**config.mk**
```make
export PLATFORM = sky130hd
export DESIGN_NAME = uart_tx_core
export DESIGN_NICKNAME = d
export VERILOG_FILES = /design/src/rtl/uart_tx_core.sv
export SDC_FILE = /design/constraint.sdc
export NUM_CORES = 1
export LEC_CHECK = 0
export CAP_MARGIN = 20
export CELL_PAD_IN_SITES_DETAIL_PLACEMENT = 1
export CELL_PAD_IN_SITES_GLOBAL_PLACEMENT = 1
export CORE_ASPECT_RATIO = 1.1
export CORE_MARGIN = 3
export CORE_UTILIZATION = 42
export CTS_CLUSTER_SIZE = 16
export DETAILED_ROUTE_END_ITERATION = 12
export GPL_ROUTABILITY_DRIVEN = 0
export PLACE_DENSITY = 0.74
export SLEW_MARGIN = 20
export SYNTH_ARGS = -nofsm -noshare
export SYNTH_HDL_FRONTEND = slang
export SYNTH_SLANG_ARGS = --single-unit
```
**constraint.sdc**
```tcl
create_clock -name clk -period 2.05 [get_ports clk]
set_clock_uncertainty 0.2 [all_clocks]
set_input_delay 0.41 -clock clk [delete_from_list [all_inputs] [get_ports clk]]
set_output_delay 0.41 -clock clk [all_outputs]
set_load 0.05 [all_outputs]
```
**src/rtl/uart_tx_core.sv**
```systemverilog
// UART transmitter: one-entry holding register feeding a shift register, serialised on baud-enable pulses.
// Supports 5..9 data bits, optional odd/even parity, 1 or 2 stop bits, LSB/MSB-first order and line break.
module uart_tx_core #(
    parameter int         DATA_WIDTH  = 8,
    parameter logic [1:0] PARITY_MODE = 2'b00,
    parameter int         STOP_BITS   = 1,
    parameter bit         MSB_FIRST   = 1'b0
) (
    input  logic                  clk,
    input  logic                  reset,
    input  logic                  tx_clk,
    input  logic [DATA_WIDTH-1:0] tx_i_data,
    input  logic                  tx_i_start,
    input  logic                  tx_i_break,
    output logic                  tx_o_ready,
    output logic                  tx_o_busy,
    output logic                  tx_o_done,
    output logic                  tx_o_data
);

    localparam int CNT_W = $clog2(DATA_WIDTH);

    // state | meaning: IDLE line high | START start bit | DATA data bits
    //       | PARITY parity bit | STOP stop bits | BREAK line held low
    typedef enum logic [2:0] {
        S_IDLE,
        S_START,
        S_DATA,
        S_PARITY,
        S_STOP,
        S_BREAK
    } state_t;

    state_t                state_q, state_d;
    logic [DATA_WIDTH-1:0] hold_q, hold_d;
    logic                  hold_full_q, hold_full_d;
    logic [DATA_WIDTH-1:0] shift_q, shift_d;
    logic                  par_q, par_d;
    logic [CNT_W-1:0]      bit_cnt_q, bit_cnt_d;
    logic                  stop_cnt_q, stop_cnt_d;
    logic                  line_q, line_d;
    logic                  done_q, done_d;

    logic                  load;
    logic                  take;
    logic                  out_bit;
    logic [DATA_WIDTH-1:0] shifted;

    assign load    = tx_i_start & ~hold_full_q;
    assign out_bit = MSB_FIRST ? shift_q[DATA_WIDTH-1] : shift_q[0];
    assign shifted = MSB_FIRST ? {shift_q[DATA_WIDTH-2:0], 1'b0}
                               : {1'b0, shift_q[DATA_WIDTH-1:1]};

    always_comb begin
        state_d     = state_q;
        hold_d      = hold_q;
        shift_d     = shift_q;
        par_d       = par_q;
        bit_cnt_d   = bit_cnt_q;
        stop_cnt_d  = stop_cnt_q;
        line_d      = line_q;
        done_d      = 1'b0;
        take        = 1'b0;

        if (tx_clk) begin
            case (state_q)
                S_IDLE: begin
                    if (tx_i_break) begin
                        line_d  = 1'b0;
                        state_d = S_BREAK;
                    end else if (hold_full_q) begin
                        take    = 1'b1;
                        line_d  = 1'b0;
                        state_d = S_START;
                    end else begin
                        line_d = 1'b1;
                    end
                end
                S_START: begin
                    line_d    = out_bit;
                    shift_d   = shifted;
                    bit_cnt_d = '0;
                    state_d   = S_DATA;
                end
                S_DATA: begin
                    if (int'(bit_cnt_q) < DATA_WIDTH - 1) begin
                        bit_cnt_d = bit_cnt_q + 1'b1;
                        line_d    = out_bit;
                        shift_d   = shifted;
                    end else if (PARITY_MODE[0]) begin
                        line_d  = par_q;
                        state_d = S_PARITY;
                    end else begin
                        line_d     = 1'b1;
                        stop_cnt_d = 1'b0;
                        state_d    = S_STOP;
                    end
                end
                S_PARITY: begin
                    line_d     = 1'b1;
                    stop_cnt_d = 1'b0;
                    state_d    = S_STOP;
                end
                S_STOP: begin
                    if (int'(stop_cnt_q) < STOP_BITS - 1) begin
                        stop_cnt_d = stop_cnt_q + 1'b1;
                        line_d     = 1'b1;
                    end else begin
                        done_d = 1'b1;
                        // Pending data chains straight into the next start bit.
                        if (hold_full_q && !tx_i_break) begin
                            take    = 1'b1;
                            line_d  = 1'b0;
                            state_d = S_START;
                        end else begin
                            line_d  = 1'b1;
                            state_d = S_IDLE;
                        end
                    end
                end
                S_BREAK: begin
                    if (tx_i_break) begin
                        line_d = 1'b0;
                    end else begin
                        line_d  = 1'b1;
                        state_d = S_IDLE;
                    end
                end
                default: begin
                    line_d  = 1'b1;
                    state_d = S_IDLE;
                end
            endcase
        end

        // Parity latched with the frame so later shifting cannot disturb it.
        if (take) begin
            shift_d = hold_q;
            par_d   = PARITY_MODE[1] ? ^hold_q : ~^hold_q;
        end

        hold_full_d = (hold_full_q & ~take) | load;
        if (load) begin
            hold_d = tx_i_data;
        end
    end

    always_ff @(posedge clk or posedge reset) begin
        if (reset) begin
            state_q     <= S_IDLE;
            hold_q      <= '0;
            hold_full_q <= 1'b0;
            shift_q     <= '0;
            par_q       <= 1'b0;
            bit_cnt_q   <= '0;
            stop_cnt_q  <= 1'b0;
            line_q      <= 1'b1;
            done_q      <= 1'b0;
        end else begin
            state_q     <= state_d;
            hold_q      <= hold_d;
            hold_full_q <= hold_full_d;
            shift_q     <= shift_d;
            par_q       <= par_d;
            bit_cnt_q   <= bit_cnt_d;
            stop_cnt_q  <= stop_cnt_d;
            line_q      <= line_d;
            done_q      <= done_d;
        end
    end

    assign tx_o_ready = ~hold_full_q;
    assign tx_o_busy  = (state_q != S_IDLE);
    assign tx_o_done  = done_q;
    assign tx_o_data  = line_q;

endmodule

```
==> results of run 1 <==
logic make-up after synthesis:
group,after synthesis,share of synthesized area
xor gates and xnor gates,1,0.007151
DFF,25,0.5118
adders and majority gates,1,0.01021
muxes,17,0.1491
AOI/OAI and AO/OA,22,0.1175
buffers and inverters,14,0.06129
and+or+nand+nor,29,0.1430
stage by stage:
step / hold WS (ps) / setup slack [ps] / util / total power (uW) / area (um^2)
detailed placement: 296.5 / -242.4 / 0.5685 / 1879 / 1500
global route: 239.3 / 3.579 / 0.5936 / 2335 / 1567
floorplan: 236.6 / 312.9 / - / 1549 / 1225
finish: 217.2 / 75.20 / 0.5936 / 2158 / 1567
CTS: 220.4 / 4.119 / 0.5789 / 2110 / 1528
global placement: 292.2 / -183.1 / 0.5685 / 1813 / 1500
registers in the layout, summed over array words and instances (netlist names):
register and count:
hold_q 8, bit_cnt_q 3, hold_full_q 1, tx_o_done 1, shift_q 8, state_q 3, tx_o_data 1
path summary, 6_finish.rpt:
path / cells after the start / start / slack [ps] / endpoint
worst max-delay path: 6 / tx_clk / 80 / shift_q[5]
worst min-delay path: 3 / reset / 220 / hold_q[7]
worst max register to register: 7 / state_q[2] / 150 / shift_q[5]
worst min register to register: 1 / hold_q[6] / 330 / hold_q[6]
max in group asynchronous: 3 / reset / 1140 / tx_o_data
min in group clk: 1 / hold_q[6] / 330 / hold_q[6]
layout make-up:
class | instances | share of cell area
well taps | 31 | 0.02476
multi-input cells | 70 | 0.3339
clock buffers | 4 | 0.01677
repair buffers | 39 | 0.2061
flip-flops and latches | 25 | 0.4018
inverters | 7 | 0.01677
worst max-delay path, stage by stage:
cell             delay (ps)
clkdlybuf4s50_1         590
nand2b_4                 80
or3_1                   430
buf_4                   200
mux2i_1                 200
o21ai_2                  80
metal layers:
layer / track usage / vias to the layer above / wire, um
met5: 0 / - / 0
met4: 0.08696 / 0 / 58
met3: 0.01860 / 6 / 88
met2: 0.2712 / 17 / 1408
met1: 0.2053 / 459 / 1217
li1: - / 458 / -
power by group:
group,total (uW),internal [uW],switching [uW]
Sequential,885,719,165
Clock,225,76.3,149
Combinational,1050,530,519
layout by cell type (no fill, tap or decap), types with 2 or more instances in the layout:
cell / n
mux2_2: 10
dfrtp_1: 22
nor2_1: 2
clkdlybuf4s50_1: 12
mux2i_1: 7
nand3_1: 8
a21oi_1: 4
inv_1: 7
nor2b_1: 2
a31oi_1: 2
o21ai_0: 5
buf_4: 27
o21ai_1: 6
nand2_1: 4
clkbuf_4: 3
or3_1: 4
dfrtp_2: 2
cell usage after synthesis, types with 2 or more instances:
cell type / count / area share
inv_1: 7 / 0.021
nand2_1: 4 / 0.012
o21ai_1: 6 / 0.025
a31oi_1: 2 / 0.010
mux2i_1: 7 / 0.057
buf_6: 2 / 0.018
buf_2: 3 / 0.012
or3_1: 4 / 0.020
nand3_1: 8 / 0.033
o21ai_0: 5 / 0.020
mux2_2: 10 / 0.092
nor2_1: 2 / 0.0061
a21oi_1: 4 / 0.016
dfrtp_1: 24 / 0.49
nor2b_1: 2 / 0.010
what timing repair did:
item | CTS | global route
gates cloned | 0 | 0
setup buffers | 0 | 5
resized for setup | 1 | 1
setup endpoints to repair | 1 | 1
==> flow_summary.toml, run 1 <==
[synthesis]
async_reset_ff_frac = 1.000
syn_area_um2 = 1225
avgSynthCellArea_um2 = 11.24
ys_seq_area_frac = 0.5117
synth_nets = 123
ys_types = 34
syn_inst = 109
synth_edf_count = 0
synth-main-ff-cell = "dfrtp_1"
ys_ff_latch = 25
yosys_warnings = 0

[cts]
cts_root_buf = "clkbuf_4"
cts_tree = "done"
holdBufCountCts = 0
insertion_delay_ps = 320
cts-buffers-inserted = 3
clockBufferDepth = 2
htree_levels = 1
cts.sinks = 25
path_clk_slew_ps = 130

[global_route]
overflow = 0
grt_max_degree = 26
grt_pass1_wl_um = 4602
track_usage = 0.1640
grt_pass1_vias = 997
antenna_found_initial = 0

[pwr]
p_leak_uw = 0.0007463
ir_drop_uv = 803.5
powerDensity_nw_per_um2 = 1378

[routing]
wl_per_cell_um = 15.75
vias = 940
viasPerCell = 5.341
ant_nets = 0
drc = 0
firstDrtPassIters = 4
dr.first_iter.drc_count = 21
routed_wl_um = 2772

[sta]
rsz0062_at_grt = "false"
timing.fmax_mhz = 506.4
setup_violations = 0
finalHoldViolations = 0
relSlewSlack = 0.7579
slew_viol_final = 0
fin_tns_setup_ps = 0
period_share = 0.9633
max_slew.worst_pin.slew_ps = 354.0
finalCriticalPeriod_ps = 1975

[final_layout]
n_fill_cell = 294
n_antenna_cell = 0
regArea_um2 = 629.4
multi_input_area_um2 = 523.0
nets = 160
fin_cells = 176
area_growth_pct = 27.89
layout-drive-gt1-share = 0.3379

[setup_path]
startpoint_type = "input pin"
cp_data_required_time_ps = 2070
criticalPathCategory = "in2reg"
critPathMaxFanout = 8
cp_data_arrival_time_ps = 2000
worstSetupEndpointType = "register"

[floorplan]
core_um2 = 2639
dieArea_um2 = 3601
boundaryPins = 17
die_w_um = 57.49
rows = 19
start_util = 0.4642
dieHeight_um = 62.64

[run_status]
status = "finished, final reports clean"

[flow_run]
cap_violations = 0

[placement]
dp.cells = 167
dpl.hpwl_um = 1982
portBuffers = 16

[hold_path]
hold_path.class = "in2async"
(Power assumes the default switching activity.)
==> run 2: changes to the inputs <==
==> constraint.sdc (replaced) <==
create_clock -name clk -period 2.05 [get_ports clk]
set_clock_uncertainty 0.2 [all_clocks]
set_input_delay 0.615 -clock clk [delete_from_list [all_inputs] [get_ports clk]]
set_output_delay 0.615 -clock clk [all_outputs]
set_load 0.05 [all_outputs]
==> flow_summary.toml, run 2 (same netlist as run 1, synthesis figures left out) <==
[sta]
rsz0062_at_grt = "true"
layout_setup_ws_ps = -85.57
fin_tns_setup_ps = -85.57
finalHoldViolations = 0
slew_viol_final = 0
relSlewSlack = 0.6976
timing.fmax_mhz = 468.3
max_slew.worst_pin.slew_ps = 449.4
setup_violations = 1
finalCriticalPeriod_ps = 2136
period_share = 1.042

[hold_path]
whs_endpoint = "hold_q[4]"
hold_path_depth = 1
hold_start = "hold_q[4]"
hold_path.class = "reg2reg"

[final_layout]
reg_top3 = "hold_q (8), shift_q (8)"
regArea_um2 = 626.9
most-common-layout-cells = "24 x dfrtp_1, 20 x buf_4, 10 x mux2_2, 10 x clkdlybuf4s50_1, 8 x nand3_1"
area_growth_pct = 33.30
n_antenna_cell = 0
fin_util = 0.6188
finalInstanceArea_um2 = 1633
nets = 158
layout-drive-gt1-share = 0.3636
fin_cells = 174
multi_input_area_um2 = 571.8
n_fill_cell = 279
final_common_cell = "dfrtp_1"

[global_route]
busiest_layer = "met2"
met3_usage = 0.02686
antenna_found_initial = 0
track_usage = 0.1936
grt_max_degree = 26
grt_pass1_wl_um = 5409
grt_pass1_vias = 1122
overflow = 0
grt_use_met1 = 0.2211
grt_util_met2 = 0.3475

[routing]
dr.first_iter.drc_count = 26
ant_nets = 0
vias = 978
firstDrtPassIters = 4
wl_per_cell_um = 18.29
routed_wl_um = 3182
drc = 0
viasPerCell = 5.621

[setup_path]
cp_data_arrival_time_ps = 1320
rr_worst_depth = 6
startpoint_type = "register"
crit_chain = "or3_4, buf_6"
worstSetupEndpointType = "primary output"
criticalPathCategory = "reg2out"
r2r_start = "state_q[0]"
cp_slowest_stage_delay_ps = 450
crit_buf_inv = 1
critPathMaxFanout = 3
critPathSlowestCell = "dfrtp_1"
worstSetupStartpoint = "state_q[0]"
cp_data_required_time_ps = 1230
path_delay_family = "flip-flops"
rrSetupSlack_ps = 60
rr_endpoint = "bit_cnt_q[2]"

[placement]
dpl.hpwl_um = 2305
portBuffers = 16
post_dp_cell_area_um2 = 1540
dp.cells = 169

[cts]
cts.sinks = 25
htree_levels = 1
cts_tree = "done"
cts-buffers-inserted = 3
cts_root_buf = "clkbuf_4"
insertion_delay_ps = 330
path_clk_slew_ps = 150
holdBufCountCts = 0
clockBufferDepth = 2

[floorplan]
dieHeight_um = 62.64
dieArea_um2 = 3601
start_util = 0.4642
boundaryPins = 17
die_w_um = 57.49
core_um2 = 2639
rows = 19

[run_status]
status = "finished with violations"
violations = "negative setup slack"

[pwr]
powerDensity_nw_per_um2 = 1424
p_leak_uw = 0.0007597
ir_drop_uv = 816.7

[flow_run]
cap_violations = 0
## run 2: report_power, final
group          leakage, uW  internal, uW  switching (uW)  total, uW
combinational     0.000430           609             591       1200
clock            0.0000177          73.5             162        236
sequential        0.000312           716             173        889
## run 2: layout make-up
class                   count  share of cell area
clock buffers               3             0.01379
well taps                  31             0.02375
multi-input cells          70              0.3502
inverters                   7             0.01609
flip-flops and latches     25              0.3839
clock inverters             1            0.003065
repair buffers             37              0.2092
## run 2: through the flow
stage	total power, uW	hold slack [ps]	setup slack, ps
3_5_place_dp	1983	296.3	-470.0
4_1_cts	2280	328.3	-113.8
6_report	2325	324.9	-85.57
2_1_floorplan	1549	274.8	121.9
3_3_place_gp	1899	291.2	-400.3
5_1_grt	2495	352.2	-137.4
## run 2: worst register-to-register path: cells and delay by family, from the launching register on
| kind | cells | cell delay [ps] |
|---|---|---|
| compound gates | 3 | 590 |
| flops | 1 | 450 |
| simple gates | 1 | 360 |
| buf+inv | 2 | 330 |
## run 2: routing by layer
metal	part of all wire	wire (um)	up-vias
met5	0	0	-
met4	0.036	116	0
met3	0.025	80	10
met2	0.56	1774	25
met1	0.38	1211	490
li1	-	-	453
## run 2: what timing repair did
action                     in CTS  in global routing
pin swaps                       0                  1
buffers inserted                2                  0
setup endpoints to repair      12                 10
gates resized for setup         6                  7
hold endpoints to repair        0                  0
## run 2: how the worst max path moves through the flow
| stage | end | slack (ps) | cells after the start |
|---|---|---|---|
| after floorplan | tx_o_busy | 120 | 2 |
| after global placement | shift_q[5] | -400 | 6 |
| after detailed placement | shift_q[5] | -470 | 6 |
| after CTS | tx_o_busy | -110 | 2 |
| after global routing | tx_o_busy | -140 | 2 |
| final | tx_o_busy | -90 | 2 |
==> run 3: changes to the inputs <==
Settings changed: CAP_MARGIN 20 to 5.
==> results of run 3 <==
The final DEF is identical to that of run 2; final timing and power are the same.
